`src/rtl/multicycle_control_if.sv`:
```
// ---------------------------------------------------------------------------
// multicycle_control_if
// Bus between the multicycle LEGv8 main control FSM and its datapath.
//   opcode     : instruction[31:21] from the IR (datapath -> control)
//   mem_ready  : memory completes the current access (datapath -> control)
//   pc_write, pc_write_cond, pc_source, iord, mem_read, mem_write, ir_write,
//   reg2_loc, mem_to_reg, reg_write, alu_src_a, alu_src_b, alu_op, trap :
//                control -> datapath
//   retired    : retire counter, present only with MCU_PERF_CNT_EN defined
// Parameters: OPW opcode width; CNTW retire counter width (MCU_PERF_CNT_EN).
// Modports: master = control FSM side, slave = datapath side.
// ---------------------------------------------------------------------------
interface multicycle_control_if #(
  parameter int unsigned OPW = 11
`ifdef MCU_PERF_CNT_EN
  , parameter int unsigned CNTW = 32
`endif
);

  logic [OPW-1:0] opcode;
  logic           mem_ready;
  logic           pc_write;
  logic           pc_write_cond;
  logic [1:0]     pc_source;
  logic           iord;
  logic           mem_read;
  logic           mem_write;
  logic           ir_write;
  logic           reg2_loc;
  logic           mem_to_reg;
  logic           reg_write;
  logic           alu_src_a;
  logic [1:0]     alu_src_b;
  logic [1:0]     alu_op;
  logic           trap;
`ifdef MCU_PERF_CNT_EN
  logic [CNTW-1:0] retired;
`endif

`ifdef MCU_PERF_CNT_EN
  modport master (
    input  opcode, mem_ready,
    output pc_write, pc_write_cond, pc_source, iord, mem_read, mem_write,
           ir_write, reg2_loc, mem_to_reg, reg_write, alu_src_a, alu_src_b,
           alu_op, trap, retired
  );
  modport slave (
    output opcode, mem_ready,
    input  pc_write, pc_write_cond, pc_source, iord, mem_read, mem_write,
           ir_write, reg2_loc, mem_to_reg, reg_write, alu_src_a, alu_src_b,
           alu_op, trap, retired
  );
`else
  modport master (
    input  opcode, mem_ready,
    output pc_write, pc_write_cond, pc_source, iord, mem_read, mem_write,
           ir_write, reg2_loc, mem_to_reg, reg_write, alu_src_a, alu_src_b,
           alu_op, trap
  );
  modport slave (
    output opcode, mem_ready,
    input  pc_write, pc_write_cond, pc_source, iord, mem_read, mem_write,
           ir_write, reg2_loc, mem_to_reg, reg_write, alu_src_a, alu_src_b,
           alu_op, trap
  );
`endif

endinterface

```
`src/rtl/multicycle_control.sv`:
```
// ---------------------------------------------------------------------------
// multicycle_control
// Moore main control FSM for the multicycle LEGv8 datapath: fetch, decode,
// execute, memory and write-back sequencing, with memory-ready stalls and a
// sticky trap on unsupported opcodes.
// Ports:
//   clk   : rising-edge clock
//   rst_n : asynchronous active-low reset (returns to IDLE, outputs all 0)
//   bus   : multicycle_control_if.master (opcode/mem_ready in, controls out)
// Optional feature macro: MCU_PERF_CNT_EN adds the bus.retired counter.
// Outputs are a direct decode of the state register (FETCH also uses
// mem_ready), so they drop to 0 the instant rst_n falls.
// ---------------------------------------------------------------------------
module multicycle_control (
  input logic                  clk,
  input logic                  rst_n,
  multicycle_control_if.master bus
);

  typedef enum logic [3:0] {
    ST_IDLE      = 4'd0,
    ST_FETCH     = 4'd1,
    ST_DECODE    = 4'd2,
    ST_MEM_ADDR  = 4'd3,
    ST_MEM_READ  = 4'd4,
    ST_MEM_WB    = 4'd5,
    ST_MEM_WRITE = 4'd6,
    ST_EXECUTE   = 4'd7,
    ST_R_WB      = 4'd8,
    ST_BRANCH    = 4'd9,
    ST_JUMP      = 4'd10,
    ST_TRAP      = 4'd11
  } state_t;

  state_t r_state;

  // Opcode class decode
  logic w_is_r, w_is_ldur, w_is_stur, w_is_cbz, w_is_b;

  assign w_is_r    = (bus.opcode == 11'b10001011000) ||
                     (bus.opcode == 11'b11001011000) ||
                     (bus.opcode == 11'b10001010000) ||
                     (bus.opcode == 11'b10101010000);
  assign w_is_ldur = (bus.opcode == 11'b11111000010);
  assign w_is_stur = (bus.opcode == 11'b11111000000);
  assign w_is_cbz  = (bus.opcode[10:3] == 8'b10110100);
  assign w_is_b    = (bus.opcode[10:5] == 6'b000101);

  // State register with next-state logic
  always_ff @(posedge clk or negedge rst_n) begin
    if (!rst_n) begin
      r_state <= ST_IDLE;
    end else begin
      case (r_state)
        ST_IDLE:      r_state <= ST_FETCH;
        ST_FETCH:     if (bus.mem_ready) r_state <= ST_DECODE;
        ST_DECODE: begin
          if (w_is_r)                      r_state <= ST_EXECUTE;
          else if (w_is_ldur || w_is_stur) r_state <= ST_MEM_ADDR;
          else if (w_is_cbz)               r_state <= ST_BRANCH;
          else if (w_is_b)                 r_state <= ST_JUMP;
          else                             r_state <= ST_TRAP;
        end
        // Opcode is re-checked here; anything but a load/store traps
        ST_MEM_ADDR: begin
          if (w_is_ldur)      r_state <= ST_MEM_READ;
          else if (w_is_stur) r_state <= ST_MEM_WRITE;
          else                r_state <= ST_TRAP;
        end
        ST_MEM_READ:  if (bus.mem_ready) r_state <= ST_MEM_WB;
        ST_MEM_WB:    r_state <= ST_FETCH;
        ST_MEM_WRITE: if (bus.mem_ready) r_state <= ST_FETCH;
        ST_EXECUTE:   r_state <= ST_R_WB;
        ST_R_WB:      r_state <= ST_FETCH;
        ST_BRANCH:    r_state <= ST_FETCH;
        ST_JUMP:      r_state <= ST_FETCH;
        ST_TRAP:      r_state <= ST_TRAP;
        default:      r_state <= ST_IDLE;
      endcase
    end
  end

  // Moore output decode
  always_comb begin
    bus.pc_write      = 1'b0;
    bus.pc_write_cond = 1'b0;
    bus.pc_source     = 2'b00;
    bus.iord          = 1'b0;
    bus.mem_read      = 1'b0;
    bus.mem_write     = 1'b0;
    bus.ir_write      = 1'b0;
    bus.reg2_loc      = 1'b0;
    bus.mem_to_reg    = 1'b0;
    bus.reg_write     = 1'b0;
    bus.alu_src_a     = 1'b0;
    bus.alu_src_b     = 2'b00;
    bus.alu_op        = 2'b00;
    bus.trap          = 1'b0;
    case (r_state)
      ST_FETCH: begin
        bus.mem_read  = 1'b1;
        bus.alu_src_b = 2'b01;
        // IR and PC update only on the cycle the fetch completes
        bus.ir_write  = bus.mem_ready;
        bus.pc_write  = bus.mem_ready;
      end
      ST_DECODE: begin
        bus.alu_src_b = 2'b11;
        bus.reg2_loc  = w_is_stur || w_is_cbz;
      end
      ST_MEM_ADDR: begin
        bus.alu_src_a = 1'b1;
        bus.alu_src_b = 2'b10;
        bus.reg2_loc  = 1'b1;
      end
      ST_MEM_READ: begin
        bus.mem_read = 1'b1;
        bus.iord     = 1'b1;
      end
      ST_MEM_WB: begin
        bus.reg_write  = 1'b1;
        bus.mem_to_reg = 1'b1;
      end
      ST_MEM_WRITE: begin
        bus.mem_write = 1'b1;
        bus.iord      = 1'b1;
        bus.reg2_loc  = 1'b1;
      end
      ST_EXECUTE: begin
        bus.alu_src_a = 1'b1;
        bus.alu_op    = 2'b10;
      end
      ST_R_WB: begin
        bus.reg_write = 1'b1;
        bus.alu_src_a = 1'b1;
        bus.alu_op    = 2'b10;
      end
      ST_BRANCH: begin
        bus.alu_src_a     = 1'b1;
        bus.alu_op        = 2'b01;
        bus.pc_write_cond = 1'b1;
        bus.pc_source     = 2'b01;
        bus.reg2_loc      = 1'b1;
      end
      ST_JUMP: begin
        bus.pc_write  = 1'b1;
        bus.pc_source = 2'b10;
      end
      ST_TRAP: begin
        bus.trap = 1'b1;
      end
      default: ;
    endcase
  end

`ifdef MCU_PERF_CNT_EN
  localparam int unsigned CNTW = $bits(bus.retired);

  logic            w_retire;
  logic [CNTW-1:0] r_retired;

  // An instruction retires when its last state hands back to FETCH
  assign w_retire = (r_state == ST_MEM_WB) ||
                    ((r_state == ST_MEM_WRITE) && bus.mem_ready) ||
                    (r_state == ST_R_WB) ||
                    (r_state == ST_BRANCH) ||
                    (r_state == ST_JUMP);

  // Retire counter, wraps naturally
  always_ff @(posedge clk or negedge rst_n) begin
    if (!rst_n)        r_retired <= '0;
    else if (w_retire) r_retired <= r_retired + CNTW'(1);
  end

  assign bus.retired = r_retired;
`endif

endmodule
```
`src/flat_wrapper.sv`:
```
// flat-port wrapper written by rule: the top's interface ports become plain ports
module multicycle_control_flat 
  (clk, rst_n, bus_opcode, bus_mem_ready, bus_pc_write, bus_pc_write_cond, bus_pc_source, bus_iord, bus_mem_read, bus_mem_write, bus_ir_write, bus_reg2_loc, bus_mem_to_reg, bus_reg_write, bus_alu_src_a, bus_alu_src_b, bus_alu_op, bus_trap);
  multicycle_control_if bus_i ();
  input logic clk;
  input logic rst_n;
  input wire logic [$bits(bus_i.opcode)-1:0] bus_opcode;
  input wire logic [$bits(bus_i.mem_ready)-1:0] bus_mem_ready;
  output wire logic [$bits(bus_i.pc_write)-1:0] bus_pc_write;
  output wire logic [$bits(bus_i.pc_write_cond)-1:0] bus_pc_write_cond;
  output wire logic [$bits(bus_i.pc_source)-1:0] bus_pc_source;
  output wire logic [$bits(bus_i.iord)-1:0] bus_iord;
  output wire logic [$bits(bus_i.mem_read)-1:0] bus_mem_read;
  output wire logic [$bits(bus_i.mem_write)-1:0] bus_mem_write;
  output wire logic [$bits(bus_i.ir_write)-1:0] bus_ir_write;
  output wire logic [$bits(bus_i.reg2_loc)-1:0] bus_reg2_loc;
  output wire logic [$bits(bus_i.mem_to_reg)-1:0] bus_mem_to_reg;
  output wire logic [$bits(bus_i.reg_write)-1:0] bus_reg_write;
  output wire logic [$bits(bus_i.alu_src_a)-1:0] bus_alu_src_a;
  output wire logic [$bits(bus_i.alu_src_b)-1:0] bus_alu_src_b;
  output wire logic [$bits(bus_i.alu_op)-1:0] bus_alu_op;
  output wire logic [$bits(bus_i.trap)-1:0] bus_trap;
  assign bus_i.opcode = bus_opcode;
  assign bus_i.mem_ready = bus_mem_ready;
  assign bus_pc_write = bus_i.pc_write;
  assign bus_pc_write_cond = bus_i.pc_write_cond;
  assign bus_pc_source = bus_i.pc_source;
  assign bus_iord = bus_i.iord;
  assign bus_mem_read = bus_i.mem_read;
  assign bus_mem_write = bus_i.mem_write;
  assign bus_ir_write = bus_i.ir_write;
  assign bus_reg2_loc = bus_i.reg2_loc;
  assign bus_mem_to_reg = bus_i.mem_to_reg;
  assign bus_reg_write = bus_i.reg_write;
  assign bus_alu_src_a = bus_i.alu_src_a;
  assign bus_alu_src_b = bus_i.alu_src_b;
  assign bus_alu_op = bus_i.alu_op;
  assign bus_trap = bus_i.trap;
  multicycle_control u_core (.clk(clk), .rst_n(rst_n), .bus(bus_i));
endmodule
```
`config.mk`:
```
export PLATFORM = sky130hd
export DESIGN_NAME = multicycle_control_flat
export DESIGN_NICKNAME = d
export VERILOG_FILES = /design/src/rtl/multicycle_control_if.sv /design/src/rtl/multicycle_control.sv /design/src/flat_wrapper.sv
export SDC_FILE = /design/constraint.sdc
export NUM_CORES = 1
export LEC_CHECK = 0
export ABC_AREA = 0
export CAP_MARGIN = 40
export CORE_UTILIZATION = 42
export DETAILED_ROUTE_END_ITERATION = 6
export PLACE_DENSITY = 0.95
export SLEW_MARGIN = 20
export SYNTH_ARGS = -nofsm -noshare
export SYNTH_HDL_FRONTEND = slang
export SYNTH_SLANG_ARGS = --single-unit
export TNS_END_PERCENT = 30
```
`constraint.sdc`:
```
create_clock -name clk -period 2.4 [get_ports clk]
set_input_delay 0.36 -clock clk [delete_from_list [all_inputs] [get_ports clk]]
set_output_delay 0.36 -clock clk [all_outputs]
set_load 0.05 [all_outputs]
```
* After elaboration in Yosys (flattened, before gate mapping)
Index checks and enable logic that the tools add are counted.
** Word-level totals
- Flip-flop bits (word level) :: 4
- Input bits :: 14
- Logic and storage cells :: 61
** Cells by class
- Eq/ne operators :: 22
- Multiplexer cells :: 24
- Reduce and logical (&&, ||, !) cells :: 14
** Operators by type and width (number)
- $eq A11 B11 Y1 const B :: 6
- $mux W4 :: 8
- $pmux W4 S8 :: 1
- $eq A4 B3 Y1 const B :: 4
- $eq A4 B4 Y1 const B :: 4
- $mux W1 :: 10
- $eq A4 B2 Y1 const B :: 2
- $eq A8 B8 Y1 const B :: 1
- $pmux W2 S2 :: 2
- $reduce_or A2 Y1 :: 4
- $eq A6 B3 Y1 const B :: 1
- $ne A2 B2 Y1 const B :: 3
- $pmux W2 S3 :: 1
- $logic_or A1 B1 Y1 :: 5
- $reduce_or A5 Y1 :: 1
- $eq A4 B1 Y1 const B :: 1
- $logic_not A4 Y1 :: 1
- $pmux W1 S2 :: 2
- $reduce_or A4 Y1 :: 1
- $reduce_and A3 Y1 :: 1
- $reduce_or A3 Y1 :: 1

* Logic depth before layout (Yosys ltp)
Gate-level depths: netlist of run 1.
- Depth in word-level cells :: 6
- Gate-level depth with buffers :: 6

* Worst setup path before layout of run 1
OpenSTA, ideal clock, no wires.
- Kind :: input-to-output
- From :: input port bus_opcode[5]
- To :: output port bus_reg2_loc
- Arrival :: 2.253 ns
- Path slack :: -0.213 ns
- Stages :: 5
- Buffers on the path :: 0
- Cells stage by stage :: nor4b_4 nand3_1 o21ai_0 a21oi_1 o32ai_1
** On the way
- Word-level cells in the longest chain between the ends :: 3
** Ends and longest elaborated chain
- start: declaration :: RTL line flat_wrapper.sv:7 : input wire logic [$bits(bus_i.opcode)-1:0] bus_opcode;
- $eq A11 B11 Y1 / $eq A8 B8 Y1 (equally long branches) :: RTL line multicycle_control.sv:45, multicycle_control.sv:46
- $logic_or A1 B1 Y1 * :: RTL line multicycle_control.sv:109 : bus.reg2_loc = w_is_stur || w_is_cbz;
- $pmux W1 S2 * :: RTL line multicycle_control.sv:99 : case (r_state)
- end: declaration :: RTL line flat_wrapper.sv:16 : output wire logic [$bits(bus_i.reg2_loc)-1:0] bus_reg2_loc;
Every way passes the cells marked *; elsewhere a longest branch is shown, timed or not.

* Worst setup path in the final report of run 1
- From :: input port bus_opcode[7]
- To :: output port bus_reg2_loc
Same word-level chain as after synthesis.

==> results.json, run 1 <==
{
  "synth_top_area_cell": "dfrtp_1",
  "htree_levels": 1,
  "slew_headroom_pct": 55.4,
  "worstPathRequired_ns": 2.04,
  "numCtsBuffers": 3,
  "synth_top_area_share_pct": 16.2,
  "ios": 31,
  "synth_edf_count": 0,
  "antennaDiodeCount": 0,
  "async_flop_share_pct": 100,
  "holdWs_ns": 0.334,
  "start_util_pct": 46.2,
  "start_kind": "input port",
  "wl_per_cell_um": 17.8,
  "max-clock-path-buffers": 2,
  "layout_commonest_cell": "buf_4",
  "path_max_fanout": 4,
  "cts_sinks": 4,
  "crit_buf_inv": 3,
  "largest-register": "u_core.r_state",
  "cellPowerDensity_mw_per_mm2": 1250,
  "synth_cells": 80,
  "crit_type": "input port to primary output",
  "worst_slew_pin_slew_ns": 0.662,
  "postRouteAntennaNets": 0,
  "hpwl_mm": 1.52,
  "path_cells": "clkdlybuf4s50_1 -> nand4bb_4 -> buf_4 -> o21ai_1 -> a21oi_2 -> o32ai_2 -> buf_12",
  "routed_wl_mm": 2.33,
  "insertion_delay_ns": 0.23,
  "hold_class": "input port to asynchronous set/reset pin",
  "grt_max_degree": 18,
  "viasPerCell": 6.43,
  "first_pass_iters": 4,
  "drt_iter0_drc": 57,
  "drv_slew": 0,
  "multi_input_area_um2": 508,
  "grt_usage_pct": 30.9,
  "syn-num-nets": 94,
  "num_rows": 13,
  "synth_seq_cells": 4,
  "post-place-ws_ns": -0.0601,
  "grt_pass1_vias": 715,
  "reg_top3": "u_core.r_state: 4 flops",
  "final-setup-viol-count": 0,
  "cap_violations": 0,
  "final_cell_mix": "25 x buf_4, 9 x nor2_1, 9 x clkdlybuf4s50_1, 8 x nand2b_1, 5 x a21oi_1",
  "peakVddDrop_uv": 749,
  "leakage_nw": 0.406,
  "worst_slack_ns": 0.0888,
  "cpMaxStageDelayCell": "clkdlybuf4s50_1",
  "port_buffers": 30,
  "fillers": 81,
  "dr_total_vias": 842,
  "r2r_start": "u_core.r_state[2]",
  "synth_area_per_cell_um2": 7.71,
  "place.gp.congestion": 0.858,
  "crit_path_max_incr_delay_ns": 0.59,
  "hold_viol_final": 0,
  "drc": 0,
  "seqCellArea_um2": 100,
  "grt_antenna_before_repair": 0,
  "cp-end-kind": "primary output",
  "arrival_ns": 1.95,
  "skew_ns": 0.00454,
  "startpoint": "bus_opcode[7]",
  "dieWidth_um": 40.3,
  "finalCriticalPeriod_ns": 2.31,
  "largest_reg_flops": 4,
  "tritoncts": "built",
  "drive_gt1_share_pct": 33.6,
  "ys_seq_area_share_pct": 16.2,
  "cts_root_buffer": "clkbuf_4",
  "critPathTopFamily": "buffers and inverters",
  "core_area_mm2": 0.00133,
  "ys_warn_count": 0,
  "synth.top_cells.by_area": "dfrtp_1 16%, nand2b_1 8.1%, nor2_1 5.5%, a21oi_1 4.9%, a2111oi_4 4.5%",
  "rsz0062_at_grt": "no",
  "synth_ff_type": "dfrtp_1",
  "area_growth_pct": 62.5,
  "cts.clk_slew.worst_paths_ns": 0.04,
  "die_y_um": 40.3,
  "grt_pass1_wl_mm": 3.28,
  "grt-ovfl-total": 0,
  "ys_types": 43,
  "fin_crit_sh_pct": 96.3,
  "fmax_mhz": 433,
  "fin_nets": 132,
  "status": "completed",
  "syn_area_um2": 617,
  "dieArea_mm2": 0.00163
}
## routing by layer
| metal | global-route usage [%] | vias up | share of wire, % |
|---|---|---|---|
| li1 | - | 379 | - |
| met1 | 34.6 | 389 | 39 |
| met2 | 54.4 | 62 | 48 |
| met3 | 8.89 | 12 | 9.6 |
| met4 | 11.7 | 0 | 3.9 |
| met5 | 0 | - | 0 |
## Yosys cell counts (all sizes together), types with 3 or more instances
cell type / n
a21oi: 6
buf: 5
dfrtp: 4
nand2: 4
nand2b: 8
nand3: 3
nor2: 9
nor2b: 3
## through the flow
stage	power (mW)	setup TNS [ns]	std cells	instance area [um2]	util, %
after floorplan	0.867	0	80	624	-
after global placement	1.12	0	122	920	68.9
after detailed placement	1.14	-0.0601	122	920	68.9
after CTS	1.23	0	131	986	73.9
after global routing	1.32	0	131	1000	75.1
final	1.25	0	131	1000	75.1
## worst paths after layout
kind / end / slack [ns] / cells past startpoint
worst max-delay path: bus_reg2_loc / 0.09 / 7
worst min-delay path: u_core.r_state[1] / 0.33 / 1
worst max register to register: u_core.r_state[0] / 0.39 / 5
worst min register to register: u_core.r_state[3] / 0.80 / 1
max in group asynchronous: u_core.r_state[3] / 1.89 / 1
min in group clk: u_core.r_state[3] / 0.80 / 1
## worst register-to-register path: stages, from the launching register on
cell	delay, ns
dfrtp_1	0.66
nor2_1	0.24
o311a_1	0.19
a2111oi_4	0.36
a21oi_1	0.07
or3_1	0.36
## power breakdown
part / leakage (nW) / switching, mW / internal (mW) / total, mW
clock network: 0.0138 / 0.0248 / 0.0557 / 0.0805
logic: 0.347 / 0.619 / 0.363 / 0.982
registers: 0.0459 / 0.0977 / 0.0901 / 0.188
## cells by family (layout without fill, tap and decap cells)
logic type | after synthesis | count (layout) | share of synthesized area (%)
compound gates | 24 | 24 | 31.2
xor+xnor | 1 | 1 | 1.42
buf+inv | 7 | 43 | 5.88
flops | 4 | 4 | 16.2
mux | 1 | 1 | 1.62
simple gates | 43 | 43 | 43.6
## cell type report
class / count / share of cell area, %
multi-input cells: 69 / 50.7
repair buffers: 40 / 35.2
flip-flops and latches: 4 / 9.99
clock buffers: 3 / 2.25
well taps: 15 / 1.87
## timing repair
item | in CTS | in global routing
gates resized for setup | 6 | 1
endpoints found under the setup margin | 1 | 1
hold buffers | 0 | 0
buffers inserted | 6 | 0
pin swaps | 5 | 0
Note: power is estimated with default switching activity, not from simulation.
==> run 2, diff against run 1 <==
Settings changed: CORE_MARGIN set to 2, HOLD_SLACK_MARGIN set to 0.05.
==> run 2 against run 1 <==
- sequential power down 7%
- register-to-register slack better by 0.03 ns
- worst hold slack worse by 0.013 ns
- via count down 9.9%
- non-clock buffer count down 5
- clock power up 2.7%
- setup slack better by 0.061 ns
- sequential share of layout area up 0.52 points
- first-iteration DRC count down 67%
==> results.json, run 2 (synthesized netlist as in run 1, its figures left out) <==
{
  "status": "completed",
  "cpMaxStageDelayCell": "clkdlybuf4s50_1",
  "grt_antenna_before_repair": 0,
  "worstPathRequired_ns": 2.04,
  "skew_ns": 0.00368,
  "path_cells": "clkdlybuf4s50_1 -> nand4bb_1 -> buf_4 -> o21ai_1 -> a21oi_1 -> o32ai_2 -> clkbuf_16",
  "fin_setup_tns_ns": 0,
  "start_kind": "input port",
  "drv_slew": 0,
  "place.gp.congestion": 0.867,
  "grt_max_degree": 18,
  "drc": 0,
  "largest-register": "u_core.r_state",
  "cellPowerDensity_mw_per_mm2": 1300,
  "drt-met1-wl_um": 786,
  "area_growth_pct": 54.4,
  "drt_iter0_drc": 19,
  "viasPerCell": 6.02,
  "postRouteAntennaNets": 0,
  "cts.clk_slew.worst_paths_ns": 0.04,
  "tritoncts": "built",
  "num_rows": 13,
  "holdWs_ns": 0.322,
  "cts_sinks": 4,
  "fmax_mhz": 444,
  "fin_crit_sh_pct": 93.7,
  "fin_nets": 127,
  "slew_headroom_pct": 67.5,
  "wl_per_cell_um": 14.7,
  "layout_commonest_cell": "buf_4",
  "hold_class": "input port to asynchronous set/reset pin",
  "crit_type": "input port to primary output",
  "dpl_cell_area_um2": 915,
  "port_buffers": 30,
  "dieArea_mm2": 0.00179,
  "grt-ovfl-total": 0,
  "hold_viol_final": 0,
  "hpwl_mm": 1.47,
  "cap_violations": 0,
  "cts_root_buffer": "clkbuf_4",
  "largest_reg_flops": 4,
  "routed_wl_mm": 1.85,
  "peakVddDrop_uv": 625,
  "cp-end-kind": "primary output",
  "dieWidth_um": 42.3,
  "crit_path_max_incr_delay_ns": 0.45,
  "rsz0062_at_grt": "no",
  "final-setup-viol-count": 0,
  "core_area_mm2": 0.00133,
  "routed.top_layer": "met3",
  "post-route-cell-area_um2": 952,
  "dr_wl_met3_um": 144,
  "reg_top3": "u_core.r_state: 4 flops",
  "arrival_ns": 1.89,
  "drive_gt1_share_pct": 28.8,
  "grt_pass1_vias": 698,
  "dr_total_vias": 759,
  "antennaDiodeCount": 0,
  "met2_length_um": 917,
  "start_util_pct": 46.2,
  "insertion_delay_ns": 0.24,
  "path_max_fanout": 4,
  "final_cell_mix": "21 x buf_4, 9 x nor2_1, 9 x clkdlybuf4s50_1, 8 x nand2b_1, 6 x a21oi_1",
  "ios": 31,
  "grt_usage_pct": 23.3,
  "finalCriticalPeriod_ns": 2.25,
  "first_pass_iters": 4,
  "htree_levels": 1,
  "leakage_nw": 0.414,
  "max-clock-path-buffers": 2,
  "die_y_um": 42.3,
  "numCtsBuffers": 3,
  "worst_slew_pin_slew_ns": 0.488,
  "grt_pass1_wl_mm": 3.26
}
## run 2: final timing paths
| kind | from | end | slack [ns] | cells past startpoint |
|---|---|---|---|---|
| max | bus_opcode[9] | bus_reg2_loc | 0.15 | 7 |
| min | rst_n | u_core.r_state[2] | 0.32 | 1 |
| max reg2reg | u_core.r_state[0] | u_core.r_state[0] | 0.42 | 5 |
| min reg2reg | u_core.r_state[2] | u_core.r_state[1] | 0.73 | 2 |
| max in group asynchronous | rst_n | u_core.r_state[0] | 1.91 | 1 |
| min in group clk | bus_opcode[2] | u_core.r_state[1] | 0.68 | 6 |
## run 2: critical path: cells and delay by family
kind                   cells  cell delay (ns)
AOI/OAI and AO/OA          3             0.45
buffers and inverters      3             0.84
and+or+nand+nor            1             0.23
## run 2: what timing repair did
item | in CTS | in global routing
setup endpoints to repair | 0 | 1
hold buffers | 0 | 0
resized for setup | 0 | 6
buffers inserted | 0 | 0
## run 2: metal layers
metal,vias to the layer above,global-route usage (%)
li1,369,-
met2,35,36.3
met4,0,4.38
met1,355,30.5
met5,-,0
met3,0,9.05
## run 2: layout make-up
class	count	area (um2)
multi-input combinational	69	488
sequential	4	100
clock buffer	3	22.5
timing repair buffer	35	323
fill	111	382
tap	15	18.8
## run 2: stage by stage
step | setup slack (ns) | cells | total power [mW] | util, %
2_1_floorplan | 0.0799 | 80 | 0.867 | -
3_3_place_gp | 0.0933 | 123 | 1.13 | 68.6
3_5_place_dp | 0.0449 | 123 | 1.15 | 68.6
4_1_cts | 0.0384 | 126 | 1.23 | 70.3
5_1_grt | 0.0282 | 126 | 1.31 | 71.4
6_report | 0.150 | 126 | 1.23 | 71.4
## run 2: report_power, final
group          total [mW]  internal, mW  leakage (nW)  switching (mW)
registers           0.175        0.0903        0.0459          0.0848
clock network      0.0827        0.0559        0.0138          0.0268
logic               0.976         0.369         0.354           0.608
total                1.23         0.515         0.414           0.719
